`src/rtl/fft_frame_arbiter.sv`:
```
// Purpose : shares the FFT pipeline between two sample sources, one FRAME_LEN frame at a time, and tags each frame's channel.
// Latency : grant 1 cycle after request in IDLE; accepted sample appears on fft_* 1 cycle after handshake; out_* are combinational.
// Backpr. : only the granted source sees ready; no grant while the tag FIFO is full. Build option FFT_ARB_FIXED_PRIO_EN = ch0 always wins ties.
module fft_frame_arbiter #(
    parameter int DATA_W    = 16,
    parameter int FRAME_LEN = 32,
    parameter int TAG_DEPTH = 4
) (
    input  logic                     clk,
    input  logic                     rst,
    input  logic                     req0_valid,
    output logic                     req0_ready,
    input  logic signed [DATA_W-1:0] req0_r,
    input  logic signed [DATA_W-1:0] req0_i,
    input  logic                     req1_valid,
    output logic                     req1_ready,
    input  logic signed [DATA_W-1:0] req1_r,
    input  logic signed [DATA_W-1:0] req1_i,
    output logic                     fft_valid_o,
    output logic signed [DATA_W-1:0] fft_r,
    output logic signed [DATA_W-1:0] fft_i,
    input  logic                     pipe_valid_i,
    output logic                     out_ch,
    output logic                     out_first,
    output logic                     out_last,
    output logic                     busy,
    output logic                     orphan_err
);

    localparam int CNT_W = (FRAME_LEN > 1) ? $clog2(FRAME_LEN) : 1;
    localparam int PTR_W = (TAG_DEPTH > 1) ? $clog2(TAG_DEPTH) : 1;
    localparam int OCC_W = PTR_W + 1;
    localparam logic [CNT_W-1:0] CNT_MAX  = CNT_W'(FRAME_LEN - 1);
    localparam logic [OCC_W-1:0] OCC_FULL = OCC_W'(TAG_DEPTH);

    typedef enum logic {IDLE, BUSY} state_t;

    state_t           state;
    logic             gnt;
    logic             last;
    logic [CNT_W-1:0] in_cnt;
    logic [CNT_W-1:0] out_cnt;

    logic             tag_mem [TAG_DEPTH];
    logic [PTR_W-1:0] wr_ptr;
    logic [PTR_W-1:0] rd_ptr;
    logic [OCC_W-1:0] tag_occ;

    logic tag_full;
    logic tag_empty;
    logic pick1;
    logic grant;
    logic hs;
    logic push;
    logic pop;

    assign tag_full  = (tag_occ == OCC_FULL);
    assign tag_empty = (tag_occ == '0);

`ifdef FFT_ARB_FIXED_PRIO_EN
    assign pick1 = req1_valid && !req0_valid;
`else
    // On a tie, serve the channel that was not served last.
    assign pick1 = req1_valid && (!req0_valid || !last);
`endif

    assign grant = (state == IDLE) && (req0_valid || req1_valid) && !tag_full;
    assign hs    = (req0_ready && req0_valid) || (req1_ready && req1_valid);
    assign push  = grant;
    assign pop   = pipe_valid_i && !tag_empty && (out_cnt == CNT_MAX);

    assign out_ch    = tag_empty ? 1'b0 : tag_mem[rd_ptr];
    assign out_first = pipe_valid_i && !tag_empty && (out_cnt == '0);
    assign out_last  = pipe_valid_i && !tag_empty && (out_cnt == CNT_MAX);

    // Grant FSM: IDLE picks a source, BUSY holds it for exactly FRAME_LEN handshakes.
    always_ff @(posedge clk or posedge rst) begin
        if (rst) begin
            state      <= IDLE;
            gnt        <= 1'b0;
            last       <= 1'b1;
            in_cnt     <= '0;
            req0_ready <= 1'b0;
            req1_ready <= 1'b0;
            busy       <= 1'b0;
        end else begin
            case (state)
                IDLE: begin
                    if (grant) begin
                        state      <= BUSY;
                        gnt        <= pick1;
                        in_cnt     <= '0;
                        req0_ready <= !pick1;
                        req1_ready <= pick1;
                        busy       <= 1'b1;
                    end
                end
                BUSY: begin
                    if (hs) begin
                        in_cnt <= in_cnt + 1'b1;
                        if (in_cnt == CNT_MAX) begin
                            state      <= IDLE;
                            last       <= gnt;
                            req0_ready <= 1'b0;
                            req1_ready <= 1'b0;
                            busy       <= 1'b0;
                        end
                    end
                end
                default: state <= IDLE;
            endcase
        end
    end

    // Register accepted samples bit-exact into stage 1; data holds during gaps.
    always_ff @(posedge clk or posedge rst) begin
        if (rst) begin
            fft_valid_o <= 1'b0;
            fft_r       <= '0;
            fft_i       <= '0;
        end else begin
            fft_valid_o <= hs;
            if (hs) begin
                fft_r <= gnt ? req1_r : req0_r;
                fft_i <= gnt ? req1_i : req0_i;
            end
        end
    end

    // Tag storage; the head is only observed while the FIFO is non-empty.
    always_ff @(posedge clk) begin
        if (push) begin
            tag_mem[wr_ptr] <= pick1;
        end
    end

    // Tag FIFO pointers, outgoing sample counter and sticky orphan flag.
    always_ff @(posedge clk or posedge rst) begin
        if (rst) begin
            wr_ptr     <= '0;
            rd_ptr     <= '0;
            tag_occ    <= '0;
            out_cnt    <= '0;
            orphan_err <= 1'b0;
        end else begin
            if (push) wr_ptr <= wr_ptr + 1'b1;
            if (pop)  rd_ptr <= rd_ptr + 1'b1;
            if (push && !pop)      tag_occ <= tag_occ + 1'b1;
            else if (pop && !push) tag_occ <= tag_occ - 1'b1;
            if (pipe_valid_i) begin
                if (tag_empty) orphan_err <= 1'b1;
                else           out_cnt    <= out_cnt + 1'b1;
            end
        end
    end

endmodule

```
`config.mk`:
```
export PLATFORM = sky130hd
export DESIGN_NAME = fft_frame_arbiter
export DESIGN_NICKNAME = d
export VERILOG_FILES = /design/src/rtl/fft_frame_arbiter.sv
export SDC_FILE = /design/constraint.sdc
export NUM_CORES = 1
export LEC_CHECK = 0
export CORE_MARGIN = 2
export CORE_UTILIZATION = 48
export CTS_CLUSTER_SIZE = 12
export DETAILED_ROUTE_END_ITERATION = 12
export GPL_TIMING_DRIVEN = 0
export PLACE_DENSITY = 0.86
export REMOVE_ABC_BUFFERS = 1
export SLEW_MARGIN = 20
export SYNTH_ARGS = -nofsm -noshare
export SYNTH_HDL_FRONTEND = slang
export SYNTH_SLANG_ARGS = --single-unit
```
`constraint.sdc`:
```
create_clock -name clk -period 4.8 [get_ports clk]
set_input_delay 0.96 -clock clk [delete_from_list [all_inputs] [get_ports clk]]
set_output_delay 0.96 -clock clk [all_outputs]
set_load 0.02 [all_outputs]
```
==> results.tsv <==
stage	metric	value	unit
synthesis	top-count cell post-synth	dfrtp_1	
floorplan	Initial Utilization	0.493	
job	Max Cap Viol	0	
timing	Final period util	0.736	
timing	Fin. Hold Viols	0	
synthesis	ys flop type	dfrtp_1	
cts	worst-skew pair later-pin latency	0.32	ns
synthesis	number of synthesized flops with an enable pin	4	
cts	maximum level of the CTS H-tree	3	
synthesis	Syn Area/Cell	11.4	um^2
routing	vias per cell	5.10	
cts	Inserted Clock Buffers	9	
routing	Vias	2266	
synthesis	asr flop ratio synth	0.934	
floorplan	IO Pins	109	
timing	Setup Skew	0.00733	ns
synthesis	Cell variety after synth	39	
synthesis	Post-synth top cells	dfrtp_1, nand2_1, o21ai_0, mux2i_1, ha_1	
floorplan	die area	0.00668	mm^2
final_layout	area growth from synthesis to layout	47.4	%
floorplan	Die Wd	81.8	um
cts	Sink Count	61	
hold_path	HP Class	flip-flop to flip-flop	
timing	min Tclk post-route	3.53	ns
run_status	status	complete, no violations	
pwr	sequential share of power	0.371	
floorplan	Die H	81.8	um
cts	clk buf depth	2	
setup_path	CP max FO	9	
final_layout	post-route cell area	0.00428	mm^2
floorplan	Core Region	0.00589	mm^2
setup_path	CP startpoint kind	input pin	
global_routing	first-pass GRT wire length	10.3	mm
pwr	Switching Share	0.367	
final_layout	Net count, final	444	
synthesis	Syn Std Cell Area	0.00290	mm^2
floorplan	FP Rows	28	
global_routing	initial antenna violation count	0	
timing	slew of the pin with the lowest slew margin	0.681	ns
timing	final hold slack	0.462	ns
setup_path	CP Capture Type	output port	
routing	Iter 0 DRT Violations	110	
global_routing	GRT overflow	0	
routing	DRT antenna net count	0	
routing	WL per Instance	14.3	um
global_routing	vias in the first global route	2298	
routing	drt drc	0	
pwr	power density over the cells	598	mW/mm^2
place	gpl congestion	0.766	
pwr	Combinational Power Share	0.456	
pwr	NetSw	938	uW
routing	aggregate routed wire length	6.37	mm
cts	CTS tree	built	
timing	RSZ-0062 raised after global routing	false	
final_layout	n_diodes	0	
timing	Max Slew Vio Count	0	
pwr	P_int	1620	uW
cts	Setup Fix Bufs, Post-CTS	0	
pwr	maximum vdd ir drop	0.313	mV
synthesis	fraction of post-synthesis cell area in the top cell type by area	0.483	
synthesis	Seq/Total Area, Yosys	0.533	
setup_path	CP Data Arrival Time	2.57	ns
synthesis	top cells by area, synth	dfrtp_1, mux2i_1, o21ai_0	
pwr	Clock power frac	0.174	
synthesis	YS warnings	0	
pwr	P_leak	0.00181	uW
timing	# setup viols final	0	
cts	post-cts sizing count	0	
place	placed cell areas	0.00407	mm^2
timing	worst rel slew slack	0.546	
cts	CTS Hold Bufs	0	
synthesis	Synth Instances	255	
timing	Final TNS setup	0	ns
global_routing	GR Util All Layers	0.201	
global_routing	pin count of the biggest net entering global routing	58	
synthesis	post-synth top area cell	dfrtp_1	
cts	root buf cell	clkbuf_8	
timing	FMAX	283	MHz
routing	TritonRoute pass-1 iters	4	
cts	clock slew at reported path FFs	0.07	ns
place	HPWL after detailed placement	4.81	mm
synthesis	synthesized flop and latch total	61	
place	port bufs	108	
setup_path	Critical Path RT	3.84	ns
setup_path	CP Class	input pin to output port	
final_layout	share of cells above drive strength 1	0.111	
layer usage:
layer | routed length (um) | up-vias | track usage
li1 | - | 1103 | -
met3 | 433 | 7 | 0.0473
met5 | 0 | - | 0
met4 | 84 | 0 | 0.0917
met1 | 2480 | 1085 | 0.226
met2 | 3380 | 71 | 0.360
power groups by stage:
stage	Clock [uW]	Sequential [uW]	Combinational (uW)
after global routing	480	985	1270
after CTS	456	949	1180
final	444	947	1160
after floorplan	0	1130	435
after global placement	0	964	1080
after detailed placement	0	954	1180
state kept, by name, summed over array words and instances (netlist names):
signal and count:
fft_i 16, fft_r 16, in_cnt 5, out_cnt 5, tag_mem 4, tag_occ 3
rd_ptr 2, wr_ptr 2, busy 1, fft_valid_o 1, gnt 1, last 1
orphan_err 1, req0_ready 1, req1_ready 1, state 1
cell usage in the layout (no fill, tap or decap), types with 4 or more instances in the layout:
master / Yosys / layout
clkdlybuf4s50_1: 0 / 108
dfrtp_1: 56 / 55
nand2_1: 38 / 38
o21ai_0: 36 / 36
mux2i_1: 34 / 34
clkbuf_8: 0 / 12
ha_1: 10 / 10
inv_1: 8 / 7
xnor2_1: 7 / 7
and3_1: 6 / 6
and2_2: 4 / 4
edfxtp_1: 4 / 4
path summary, 6_finish.rpt:
check	from	endpoint	slack, ns	depth (start not counted)
max	pipe_valid_i	out_first	1.27	4
min	orphan_err	orphan_err	0.46	1
max reg2reg	state	tag_occ[2]	2.41	9
min reg2reg	orphan_err	orphan_err	0.46	1
max in group asynchronous	rst	gnt	3.20	2
min in group asynchronous	rst	fft_i[12]	1.11	2
layout make-up:
cell class              instances  area [um^2]
multi-input cells             171         1240
fillers                       445         1610
flip-flops and latches         61         1550
clock inverters                 2         12.5
inverters                       9         41.3
well taps                      75         93.8
repair buffers                112         1140
clock buffers                  14          194
metrics by stage:
| stage | total power, uW | instances | utilization | worst slack (ns) |
|---|---|---|---|---|
| global placement | 2050 | 424 | 0.680 | 0.358 |
| global route | 2740 | 444 | 0.727 | 1.23 |
| CTS | 2590 | 444 | 0.727 | 1.27 |
| finish | 2560 | 444 | 0.727 | 1.27 |
| detailed placement | 2130 | 428 | 0.692 | 1.30 |
| floorplan | 1570 | 241 | - | 1.64 |
worst max-delay path: stages:
cell             delay, ns
clkdlybuf4s50_1       0.50
o31a_2                0.26
and4b_1               0.24
clkdlybuf4s50_1       0.61
cells by family after synthesis:
group           synth area share
flops                      0.533
compound gates             0.103
xor+xnor                  0.0272
buf+inv                   0.0379
mux                        0.142
fa+ha+maj                 0.0500
simple gates               0.107
Power figures use the tool's default switching activity.
